## config.mk

```make
export PLATFORM = sky130hd
export DESIGN_NAME = mips_if_pf
export DESIGN_NICKNAME = d
export VERILOG_FILES = /design/src/rtl/mips_if_pf.sv
export SDC_FILE = /design/constraint.sdc
export NUM_CORES = 1
export LEC_CHECK = 0
export BUFFER_PORTS_ARGS = -buffer_cell sky130_fd_sc_hd__buf_4
export CAP_MARGIN = 20
export CORE_MARGIN = 8
export CORE_UTILIZATION = 35
export CTS_BUF_LIST = sky130_fd_sc_hd__clkbuf_2
export DETAILED_ROUTE_END_ITERATION = 12
export GPL_TIMING_DRIVEN = 0
export HOLD_SLACK_MARGIN = 0.03
export PLACE_DENSITY_LB_ADDON = 0.25
export SKIP_LAST_GASP = 1
export SLEW_MARGIN = 15
export SYNTH_ARGS = -nofsm -noshare
export SYNTH_HDL_FRONTEND = slang
export SYNTH_SLANG_ARGS = --single-unit
```

## constraint.sdc

```tcl
create_clock -name clk -period 3.3 [get_ports clk]
set_input_delay 0.33 -clock clk [delete_from_list [all_inputs] [get_ports clk]]
set_output_delay 0.33 -clock clk [all_outputs]
set_load 0.05 [all_outputs]
```

## src/rtl/mips_if_pf.sv

```systemverilog
// mips_if_pf: prefetching instruction fetch with request credits, in-order response pairing and a prefetch FIFO.
// Optional static prediction at enqueue is compiled in when MIPS_IF_PF_BPU_EN is defined.
module mips_if_pf #(
  parameter int              AW       = 32,
  parameter int              DW       = 32,
  parameter int              DEPTH    = 4,
  parameter logic [AW-1:0]   RESET_PC = '0
) (
  input  logic          clk,
  input  logic          rst_n,
  output logic          I_req,
  output logic [AW-3:0] I_addr,
  input  logic          I_gnt,
  input  logic          I_rvalid,
  input  logic [DW-1:0] I_rdata,
  output logic          if2id_valid,
  input  logic          if2id_ready,
  output logic [DW-1:0] if2id_inst,
  output logic [AW-1:0] if2id_pc_incr,
  output logic          if2id_prdt_taken,
  input  logic          ex_redirect,
  input  logic [AW-1:0] ex_redirect_pc
);

  localparam int CW = $clog2(DEPTH + 1);
  localparam int PW = $clog2(DEPTH);

  logic [AW-1:0] pc_q, pc_d;
  logic [CW-1:0] count_q, count_d, inflight_q, inflight_d, drop_q, drop_d;
  logic [PW-1:0] rd_q, rd_d, wr_q, wr_d, sh_rd_q, sh_rd_d, sh_wr_q, sh_wr_d;

  logic [DW-1:0] fifo_inst_q [DEPTH];
  logic [AW-1:0] fifo_pc_q   [DEPTH];
  logic          fifo_prdt_q [DEPTH];
  logic [AW-1:0] sh_pc_q     [DEPTH];

  logic [CW:0]   credit;
  logic          gnt, deq, enq, take, sh_push, pred_taken;
  logic [AW-1:0] pc_plus4, rsp_pc, pred_tgt;

  assign credit      = {1'b0, count_q} + {1'b0, inflight_q};
  assign I_req       = rst_n & ~ex_redirect & (credit < (CW+1)'(DEPTH));
  assign I_addr      = pc_q[AW-1:2];
  assign gnt         = I_req & I_gnt;
  assign if2id_valid = (count_q != '0);
  assign deq         = if2id_valid & if2id_ready;
  assign pc_plus4    = pc_q + AW'(4);
  assign rsp_pc      = sh_pc_q[sh_rd_q];

  // Outputs are forced to zero while the FIFO is empty so reset leaves them clean without resetting storage.
  assign if2id_inst       = if2id_valid ? fifo_inst_q[rd_q] : '0;
  assign if2id_pc_incr    = if2id_valid ? fifo_pc_q[rd_q]   : '0;
  assign if2id_prdt_taken = if2id_valid & fifo_prdt_q[rd_q];

`ifdef MIPS_IF_PF_BPU_EN
  function automatic logic pred_taken_f(input logic [DW-1:0] inst);
    if (inst[31:27] == 5'b00001) return 1'b1;
    if (inst[31:28] == 4'b0001)  return inst[15];
    return 1'b0;
  endfunction

  function automatic logic [AW-1:0] pred_target_f(input logic [DW-1:0] inst,
                                                  input logic [AW-1:0] pc_incr);
    logic signed [AW-1:0] off;
    off = {{(AW-18){inst[15]}}, inst[15:0], 2'b00};
    if (inst[31:27] == 5'b00001) return {pc_incr[AW-1:28], inst[25:0], 2'b00};
    return pc_incr + $unsigned(off);
  endfunction

  assign pred_taken = pred_taken_f(I_rdata);
  assign pred_tgt   = pred_target_f(I_rdata, rsp_pc);
`else
  assign pred_taken = 1'b0;
  assign pred_tgt   = '0;
`endif

  always_comb begin
    pc_d       = pc_q;
    count_d    = count_q;
    inflight_d = inflight_q;
    drop_d     = drop_q;
    rd_d       = rd_q;
    wr_d       = wr_q;
    sh_rd_d    = sh_rd_q;
    sh_wr_d    = sh_wr_q;
    enq        = 1'b0;
    take       = 1'b0;
    sh_push    = 1'b0;
    if (ex_redirect) begin
      // Everything still in flight belongs to the old path, except a response landing right now.
      pc_d       = ex_redirect_pc;
      count_d    = '0;
      rd_d       = '0;
      wr_d       = '0;
      sh_rd_d    = '0;
      sh_wr_d    = '0;
      inflight_d = inflight_q - CW'(I_rvalid);
      drop_d     = inflight_d;
    end else begin
      inflight_d = inflight_q + CW'(gnt) - CW'(I_rvalid);
      if (I_rvalid && drop_q != '0) begin
        drop_d = drop_q - CW'(1);
      end else if (I_rvalid) begin
        enq     = 1'b1;
        sh_rd_d = sh_rd_q + PW'(1);
      end
      take = enq & pred_taken;
      if (take) begin
        // Requests younger than the taken instruction, including a same-cycle grant, are wrong-path.
        pc_d    = pred_tgt;
        drop_d  = inflight_d;
        sh_rd_d = '0;
        sh_wr_d = '0;
      end else if (gnt) begin
        pc_d    = pc_plus4;
        sh_push = 1'b1;
        sh_wr_d = sh_wr_q + PW'(1);
      end
      if (enq) wr_d = wr_q + PW'(1);
      if (deq) rd_d = rd_q + PW'(1);
      count_d = count_q + CW'(enq) - CW'(deq);
    end
  end

  always_ff @(posedge clk) begin
    if (!rst_n) begin
      pc_q       <= RESET_PC;
      count_q    <= '0;
      inflight_q <= '0;
      drop_q     <= '0;
      rd_q       <= '0;
      wr_q       <= '0;
      sh_rd_q    <= '0;
      sh_wr_q    <= '0;
    end else begin
      pc_q       <= pc_d;
      count_q    <= count_d;
      inflight_q <= inflight_d;
      drop_q     <= drop_d;
      rd_q       <= rd_d;
      wr_q       <= wr_d;
      sh_rd_q    <= sh_rd_d;
      sh_wr_q    <= sh_wr_d;
    end
  end

  always_ff @(posedge clk) begin
    if (enq) begin
      fifo_inst_q[wr_q] <= I_rdata;
      fifo_pc_q[wr_q]   <= rsp_pc;
      fifo_prdt_q[wr_q] <= take;
    end
    if (sh_push) sh_pc_q[sh_wr_q] <= pc_plus4;
  end

endmodule

```

==> impl_results.rst, run 1 <==
.. list-table::
   :header-rows: 1

   * - Metric
     - Value
   * - Highest ir drop seen on vdd
     - ~220 uV
   * - Worst hold margin
     - 0.223 ns
   * - Start-to-end type of the worst setup path
     - reg2reg
   * - Placed Area
     - 19800 um^2
   * - Antenna violations before repair
     - 2
   * - Number of design rule violations left after detail routing
     - 0
   * - Actual transition at the worst max-transition pin
     - 0.868 ns
   * - Number of library cell types mapped by synthesis
     - 50
   * - Number of synthesized register bits
     - 437
   * - Pwr dens
     - just over 500 nW/um^2
   * - CP max stage delay
     - ~0.54 ns
   * - Compound-gate portion of the synthesized area
     - under 10%
   * - Cell at the root of the clock tree
     - clkbuf_2
   * - Static Leakage
     - 0.00807 uW
   * - Starting density of the core
     - roughly a third
   * - Total gr overflow
     - 0
   * - Fillers
     - 4436
   * - Syn_area_per_cell
     - 17.9 um^2
   * - Number of levels the H-tree was split into
     - 3
   * - Status
     - finished clean
   * - Die span in y
     - between 200 and 250 um
   * - Unrepaired setup endpoints after global routing
     - true
   * - Total track usage
     - around 15%
   * - Clock tree from TritonCTS
     - done
   * - Register area
     - between 10000 and 15000 um^2
   * - Type of the most critical hold path
     - in2reg
   * - Leading cell types in the layout, fill and taps excluded
     - edfxtp_1 (384), dlygate4sd3_1 (176), buf_4 (167), clkbuf_2 (164), mux4_2 (96)
   * - Fin Clk Skew
     - 0.0662 ns
   * - Main combinational cell family by area after synthesis
     - multiplexers
   * - Area of all placed cells without fillers
     - about 23000 um^2
   * - Total power of the final layout
     - 11600 uW
   * - Most instantiated flip-flop cell in the synthesis netlist
     - edfxtp_1
   * - Crit path DAT
     - 4.12 ns
   * - Total standard cell area after synthesis
     - roughly 17000 um^2
   * - Share of the clock period used by the worst path
     - 96.0%
   * - Final hold violation count
     - 0
   * - Number of enable flip-flop cells after synthesis
     - 384
   * - Adder-cell share of the synthesized area
     - about 1.6%
   * - Ys async rst share
     - 0%
   * - Clock slew seen by the registers of the worst setup and hold paths
     - between 0.1 and 0.15 ns
   * - First-pass GRT wire length
     - about 65 mm
   * - Number of rows created at floorplan
     - 82
   * - Most frequent standard cell in the layout excluding fill and tap cells
     - edfxtp_1
   * - Synthesized netlist cell count
     - about 980
   * - Post-synthesis share of cell area spent on and, or, nand and nor gates
     - under 10%
   * - CP cell instances
     - clkbuf_1 > and4_1 > and4_1 > clkbuf_1 > nand4_1 > xnor2_1 > a22o_1 > dlygate4sd3_1
   * - HPWL after detailed placement
     - between 20 and 30 mm
   * - Clk sink count
     - approximately 440
   * - Insertion delay of the later-clocked pin in the worst-skew pair
     - roughly 1.0 ns
   * - Number of iterations in the first detailed-routing pass
     - 7
   * - Number of nets in the final layout
     - between 1500 and 2000
   * - Worst path slowest cell
     - dlygate4sd3_1
   * - Number of buffers between clock root and the deepest sink
     - 3
   * - Setup TNS after final layout
     - 0 ns
   * - Post-DR wirelength/cell
     - around 19 um
   * - Nets in the synthesized netlist
     - 1070
   * - Maximum number of pins on one net before global-route repair
     - 46
   * - Final weighted congestion in routability-driven placement
     - just under 0.9
   * - Ys Warns
     - 0
   * - Maximum clock rate
     - between 0.3 and 0.4 GHz
   * - Area of the core
     - about 50000 um^2
   * - Max-slew violation total from the final report
     - 0
   * - Die Outline Area
     - between 50000 and 60000 um^2
   * - CTS buffer count
     - 110
   * - Reg-to-reg startpoint
     - pc_q[14]
   * - Total number of vias
     - about 10000
   * - Initial detailed-routing violation count
     - 636
   * - Worst hold path startpoint
     - I_gnt
   * - Post-layout minimum cycle time
     - 3.17 ns
   * - Number of global-route vias before repair
     - between 10000 and 15000
   * - Launch point of the critical path
     - pc_q[14]
   * - Worst Path Max Fanout
     - 10
   * - CP Launch Type
     - register
   * - Share of the synthesized netlist area taken by xor and xnor gates
     - roughly 2.5%
   * - Floorplan die width
     - between 200 and 250 um
   * - Detailed Route WL
     - approximately 42 mm
   * - Count of nets left with antenna violations after detail routing
     - 0
   * - PortBufs
     - between 150 and 200
   * - Proportion of synthesized chip area in sequential cells
     - between 70% and 80%
   * - Number of maximum-capacitance constraint violations
     - 0
   * - Tightest slew margin relative to the limit
     - a little over two fifths
   * - Crit end category
     - register
   * - Setup violation total in the final timing report
     - 0
   * - I/O pin cnt
     - between 150 and 200
   * - Ratio of routed vias to standard cells
     - between 4 and 5
   * - Multi-input gate area in the final layout
     - 4650 um^2
   * - Relative area change from synthesis to final layout
     - 29.7%
   * - Finished Core Util
     - 45.6%
   * - Mux cell area share after synthesis
     - between 10 and 15%
   * - Fraction of layout instances using a drive strength above 1
     - 32.1%
   * - Critical Path RT
     - around 4.3 ns
cell usage after synthesis (6+ instances only):
| cell | number | area share [%] |
|---|---|---|
| edfxtp_1 | 384 | 66 |
| mux4_2 | 96 | 12 |
| and2_1 | 77 | 2.8 |
| dfxtp_1 | 53 | 6.1 |
| nand2_1 | 41 | 0.88 |
| clkbuf_1 | 38 | 0.82 |
| nor2_1 | 33 | 0.71 |
| a21oi_1 | 28 | 0.80 |
| xor2_1 | 26 | 1.3 |
| xnor2_1 | 24 | 1.2 |
| o21ai_0 | 23 | 0.66 |
| ha_1 | 19 | 1.4 |
| inv_1 | 18 | 0.39 |
| nand3_1 | 18 | 0.52 |
| nor3_1 | 11 | 0.31 |
| nand4_1 | 9 | 0.32 |
| and3_1 | 7 | 0.25 |
| buf_1 | 6 | 0.13 |
| buf_2 | 6 | 0.17 |
logic make-up after synthesis:
| group | Yosys count |
|---|---|
| AO/OA/AOI/OAI | 79 |
| flip-flops | 437 |
| AND/OR/NAND/NOR | 220 |
| XOR/XNOR | 50 |
| multiplexers | 99 |
| buffers and inverters | 72 |
| other | 1 |
| adder cells (fa/ha/maj) | 21 |
repair_timing:
action                                  4_1_cts  5_1_grt
endpoints found under the setup margin       66       17
gates resized for setup                      30       11
buffers inserted                              1        0
hold buffers                                176        0
gates cloned                                  0        0
endpoints found under the hold margin       181        0
per-stage QoR:
stage | setup WS [ns] | std cells
2_1_floorplan | 0.213 | 979
3_3_place_gp | -1.49 | 1815
3_5_place_dp | -0.473 | 1823
4_1_cts | -0.0408 | 2185
5_1_grt | -0.00374 | 2187
6_report | 0.132 | 2187
power breakdown:
part	total, uW	switching, uW	leakage (uW)	internal, uW
clock	3690	2100	0.000777	1590
combinational	1690	1020	0.00337	672
sequential	6260	91.2	0.00393	6170
total	11600	3220	0.00807	8430
sequential cells by signal, indices dropped and copies added (netlist names), 3 cells and up, named ones only:
signal	flops
count_q	3
drop_q	3
fifo_inst_q	128
fifo_pc_q	128
inflight_q	3
pc_q	32
sh_pc_q	128
metal layers:
metal  up-vias  GRT usage (%)  part of all wire, %
met3        85           3.87                  6.2
met5         -              0                    0
li1       4813              -                    -
met2       319           24.5                   48
met1      5207           18.5                   44
met4         0           5.77                  2.3
worst paths after layout:
kind / to / slack, ns / cells past startpoint
hold / removal: sh_wr_q[1] / 0.22 / 6
setup / recovery: pc_q[31] / 0.13 / 8
hold reg to reg: sh_wr_q[1] / 0.51 / 2
setup reg to reg: pc_q[31] / 0.13 / 8
area by class of cell:
cell class / count / area share, %
Clock buffer: 158 / 3.49
Multi-Input combinational cell: 470 / 20.5
Tap cell: 672 / 3.71
Timing Repair Buffer: 349 / 14.2
Sequential cell: 437 / 55.6
Antenna cell: 2 / 0.0221
Inverter: 20 / 0.353
Clock inverter: 31 / 1.02
Buffer: 48 / 1.17
critical path: cells and delay by family (launching register included):
family,cells,cell delay (ns)
buffers and inverters,3,1.23
xor gates and xnor gates,1,0.50
and+or+nand+nor,3,0.80
AOI/OAI and AO/OA,1,0.23
DFF,1,0.37
Power figures use the tool's default switching activity.
==> run 2, diff against run 1 <==
--- a/config.mk
+++ b/config.mk
@@ -5,10 +5,11 @@
 export SDC_FILE = /design/constraint.sdc
 export NUM_CORES = 1
 export LEC_CHECK = 0
+export ABC_AREA = 1
 export BUFFER_PORTS_ARGS = -buffer_cell sky130_fd_sc_hd__buf_4
 export CAP_MARGIN = 20
-export CORE_MARGIN = 8
-export CORE_UTILIZATION = 35
+export CORE_MARGIN = 10
+export CORE_UTILIZATION = 38
 export CTS_BUF_LIST = sky130_fd_sc_hd__clkbuf_2
 export DETAILED_ROUTE_END_ITERATION = 12
 export GPL_TIMING_DRIVEN = 0
==> run 2 against run 1 <==
  * Synthesized cell count grew 67%
  * Highest routed layer unchanged
  * Sequential power is essentially flat
  * Routed wire length grew 20%
  * Worst setup slack gained 0.10 ns
  * Critical path depth shrank 2
  * Design area grew 3.3%
  * Die area shrank 1.3%
==> impl_results.rst, run 2 <==
.. list-table::
   :header-rows: 1

   * - Metric
     - Value
   * - Status
     - finished clean
   * - Share of the clock period used by the worst path
     - 92.9% (-3.1 points)
   * - Type of the most critical hold path
     - in2reg
   * - Fillers
     - 4170 (-6.0%)
   * - Most instantiated flip-flop cell in the synthesis netlist
     - edfxtp_1
   * - Static Leakage
     - 0.00890 uW (+10%)
   * - Finished Core Util
     - 50.1% (+4.5 points)
   * - Setup violation total in the final timing report
     - 0 (unchanged)
   * - Total standard cell area after synthesis
     - 18000 um^2 (+3.2%)
   * - Number of buffers between clock root and the deepest sink
     - 3 (unchanged)
   * - Detailed Route WL
     - 50.2 mm (+20%)
   * - Total gr overflow
     - 0 (unchanged)
   * - Antenna violations before repair
     - 2 (unchanged)
   * - Leading cell types in the layout, fill and taps excluded
     - nor2_1 (389), edfxtp_1 (384), o21ai_0 (208), dlygate4sd3_1 (197)
   * - Maximum clock rate
     - 0.326 GHz (+3.3%)
   * - Critical Path RT
     - 2.97 ns (-1.28 ns)
   * - Number of buffers inserted by post-CTS setup repair
     - 0 (-1)
   * - Number of levels the H-tree was split into
     - 3 (unchanged)
   * - Post-layout minimum cycle time
     - 3.07 ns (-0.102 ns)
   * - Synthesized netlist cell count
     - 1632 (+67%)
   * - Clock slew seen by the registers of the worst setup and hold paths
     - 0.11 ns (about the same)
   * - Die span in y
     - 238 um (-0.66%)
   * - CTS buffer count
     - 109 (-0.91%)
   * - Pwr dens
     - 487 nW/um^2 (-5.2%)
   * - CP Launch Type
     - register
   * - Nets in the synthesized netlist
     - 1723 (+61%)
   * - CP cell instances
     - inv_2 > clkbuf_2 > buf_1 > o21ai_0 > a21oi_1 > buf_4
   * - Number of library cell types mapped by synthesis
     - 36 (-28%)
   * - Clk sink count
     - 437 (unchanged)
   * - Most area-consuming cells after synthesis
     - edfxtp_1 (64%), nor2_1 (8.3%), dfxtp_1 (5.9%)
   * - Critical path's top delay family
     - buffers and inverters
   * - Maximum number of pins on one net before global-route repair
     - 25 (-46%)
   * - Top-count cell post-synth
     - nor2_1
   * - Total track usage
     - 17.3% (+2.4 points)
   * - Area leader, netlist
     - edfxtp_1
   * - Worst Path Max Fanout
     - 10 (unchanged)
   * - Area of all placed cells without fillers
     - 23400 um^2 (+3.3%)
   * - Register-to-Register Setup Slack
     - 0.30 ns (+0.17 ns)
   * - Final weighted congestion in routability-driven placement
     - 0.843 (-4.6%)
   * - Max-slew violation total from the final report
     - 0 (unchanged)
   * - Die Outline Area
     - 56600 um^2 (-1.3%)
   * - First-pass GRT wire length
     - 76.6 mm (+17%)
   * - Number of iterations in the first detailed-routing pass
     - 5 (-2)
   * - Number of enable flip-flop cells after synthesis
     - 384 (unchanged)
   * - PortBufs
     - 164 (unchanged)
   * - Number of design rule violations left after detail routing
     - 0 (unchanged)
   * - Ys async rst share
     - 0% (unchanged)
   * - Fin Clk Skew
     - 0.102 ns (+0.0362 ns)
   * - Cell at the root of the clock tree
     - clkbuf_2
   * - CP max stage delay
     - 0.38 ns (-0.16 ns)
   * - Actual transition at the worst max-transition pin
     - 0.742 ns (-0.127 ns)
   * - Largest registers ranked by flip-flop count
     - fifo_inst_q (128), fifo_pc_q (128), sh_pc_q (128)
   * - Relative area change from synthesis to final layout
     - 29.8% (about the same)
   * - Number of synthesized register bits
     - 437 (unchanged)
   * - Number of rows created at floorplan
     - 79 (-3.7%)
   * - Crit path DAT
     - 2.74 ns (-1.38 ns)
   * - I/O pin cnt
     - 167 (unchanged)
   * - Total number of vias
     - 13800 (+32%)
   * - Placed Area
     - 20400 um^2 (+3.3%)
   * - Multi-input gate area in the final layout
     - 4870 um^2 (+4.8%)
   * - Number of global-route vias before repair
     - 14100 (+22%)
   * - Most frequent standard cell in the layout excluding fill and tap cells
     - nor2_1
   * - Proportion of synthesized chip area in sequential cells
     - 69.8% (-2.2 points)
   * - Ys Warns
     - 0 (unchanged)
   * - Floorplan die width
     - 238 um (-0.66%)
   * - Unrepaired setup endpoints after global routing
     - true
   * - Ratio of routed vias to standard cells
     - 4.92 (+3.1%)
   * - Number of maximum-capacitance constraint violations
     - 0 (unchanged)
   * - Least setup slack across all paths after layout
     - 0.234 ns (+0.102 ns)
   * - Highest ir drop seen on vdd
     - 232 uV (+7.8%)
   * - Register area
     - 12600 um^2 (about the same)
   * - Tightest slew margin relative to the limit
     - 50.2% (+8.1 points)
   * - Count of nets left with antenna violations after detail routing
     - 0 (unchanged)
   * - Share of the synthesized area in the top cell type
     - 63.9% (-2.0 points)
   * - Number of buffers and inverters on the critical path
     - 4 (+1)
   * - Area of the core
     - 46800 um^2 (-6.0%)
   * - Initial detailed-routing violation count
     - 895 (+41%)
   * - Crit end category
     - primary output
   * - Clock tree from TritonCTS
     - done
   * - Number of nets in the final layout
     - 2211 (+45%)
   * - Setup TNS after final layout
     - 0 ns (unchanged)
   * - Insertion delay of the later-clocked pin in the worst-skew pair
     - 1.08 ns (+0.06 ns)
   * - Worst path slowest cell
     - buf_1
   * - Syn_area_per_cell
     - 11.1 um^2 (-38%)
   * - HPWL after detailed placement
     - 32.8 mm (+21%)
   * - Fraction of layout instances using a drive strength above 1
     - 19.6% (-12 points)
   * - Final hold violation count
     - 0 (unchanged)
   * - Post-DR wirelength/cell
     - 17.9 um (-6.6%)
   * - Synth top cells by count
     - nor2_1 (397), edfxtp_1 (384), o21ai_0 (208)
   * - Start-to-end type of the worst setup path
     - reg2out
   * - Place WS
     - 0.0373 ns (+0.510 ns)
   * - Starting density of the core
     - 38.6% (+3.5 points)
## run 2: cell count changes in the layout (fill, tap and decap cells not counted), sizes merged, moves of 68 or more
| cell | delta |
|---|---|
| o21ai | +187 |
| inv | +68 |
| nand2 | +138 |
| mux4 | -96 |
| nor2 | +374 |
| and2 | -76 |
| a21oi | +71 |
## run 2: what timing repair did
action	CTS	global route
gates resized for setup	25	21
pin swaps	0	1
endpoints found under the hold margin	181	0
endpoints found under the setup margin	65	77
gates cloned	0	1
hold buffers	197	0
## run 2: per-stage QoR
stage	hold WS (ns)	total power (uW)	instances
floorplan	0.429	7280	1632
global placement	0.454	7840	2403
detailed placement	0.465	7880	2418
CTS	0.0930	11500	2799
global route	0.107	12000	2802
finish	0.199	11400	2802
## run 2: final cells by class
| class | count | share of cell area (%) |
|---|---|---|
| multi-input combinational | 1025 | 20.8 |
| inverter | 88 | 1.41 |
| sequential | 437 | 53.8 |
| tap | 607 | 3.24 |
| timing repair buffer | 376 | 15.1 |
| clock buffer | 158 | 3.38 |
| antenna | 2 | 0.0214 |
| clock inverter | 26 | 0.561 |
| buffer | 83 | 1.71 |
## run 2: worst min-delay path, delay by kind of cell
kind                   cells  cell delay, ns
AO/OA/AOI/OAI              1            0.12
buffers and inverters      3            0.75
## run 2: power by group
| group | switching, uW | internal [uW] |
|---|---|---|
| clock | 2080 | 1340 |
| sequential | 80.4 | 6160 |
| combinational | 1130 | 601 |
## run 2: logic make-up after synthesis
logic type / Yosys count / share of synthesized area [%]
xor gates and xnor gates: 16 / 0.776
adders and majority gates: 21 / 1.54
DFF: 437 / 69.8
AOI/OAI and AO/OA: 352 / 10.1
buffers and inverters: 171 / 3.76
other: 1 / 0.0208
and+or+nand+nor: 634 / 14.0
## run 2: path summary, 6_finish.rpt
kind,from,to,depth (start not counted)
worst max-delay path,register,if2id_inst[14],6
worst min-delay path,rst_n,inflight_q[2],4
worst max register to register,count_q[2],inflight_q[2],15
worst min register to register,pc_q[0],sh_pc_q[0][0],0
## run 2: layer usage
layer	global-route usage [%]	up-vias	share of wire (%)	wire, um
li1	-	6678	-	-
met1	21.1	6611	42	21300
met2	29.4	418	50	24900
met3	4.33	68	6.0	3040
met4	5.54	0	1.9	953
met5	0	-	0	0
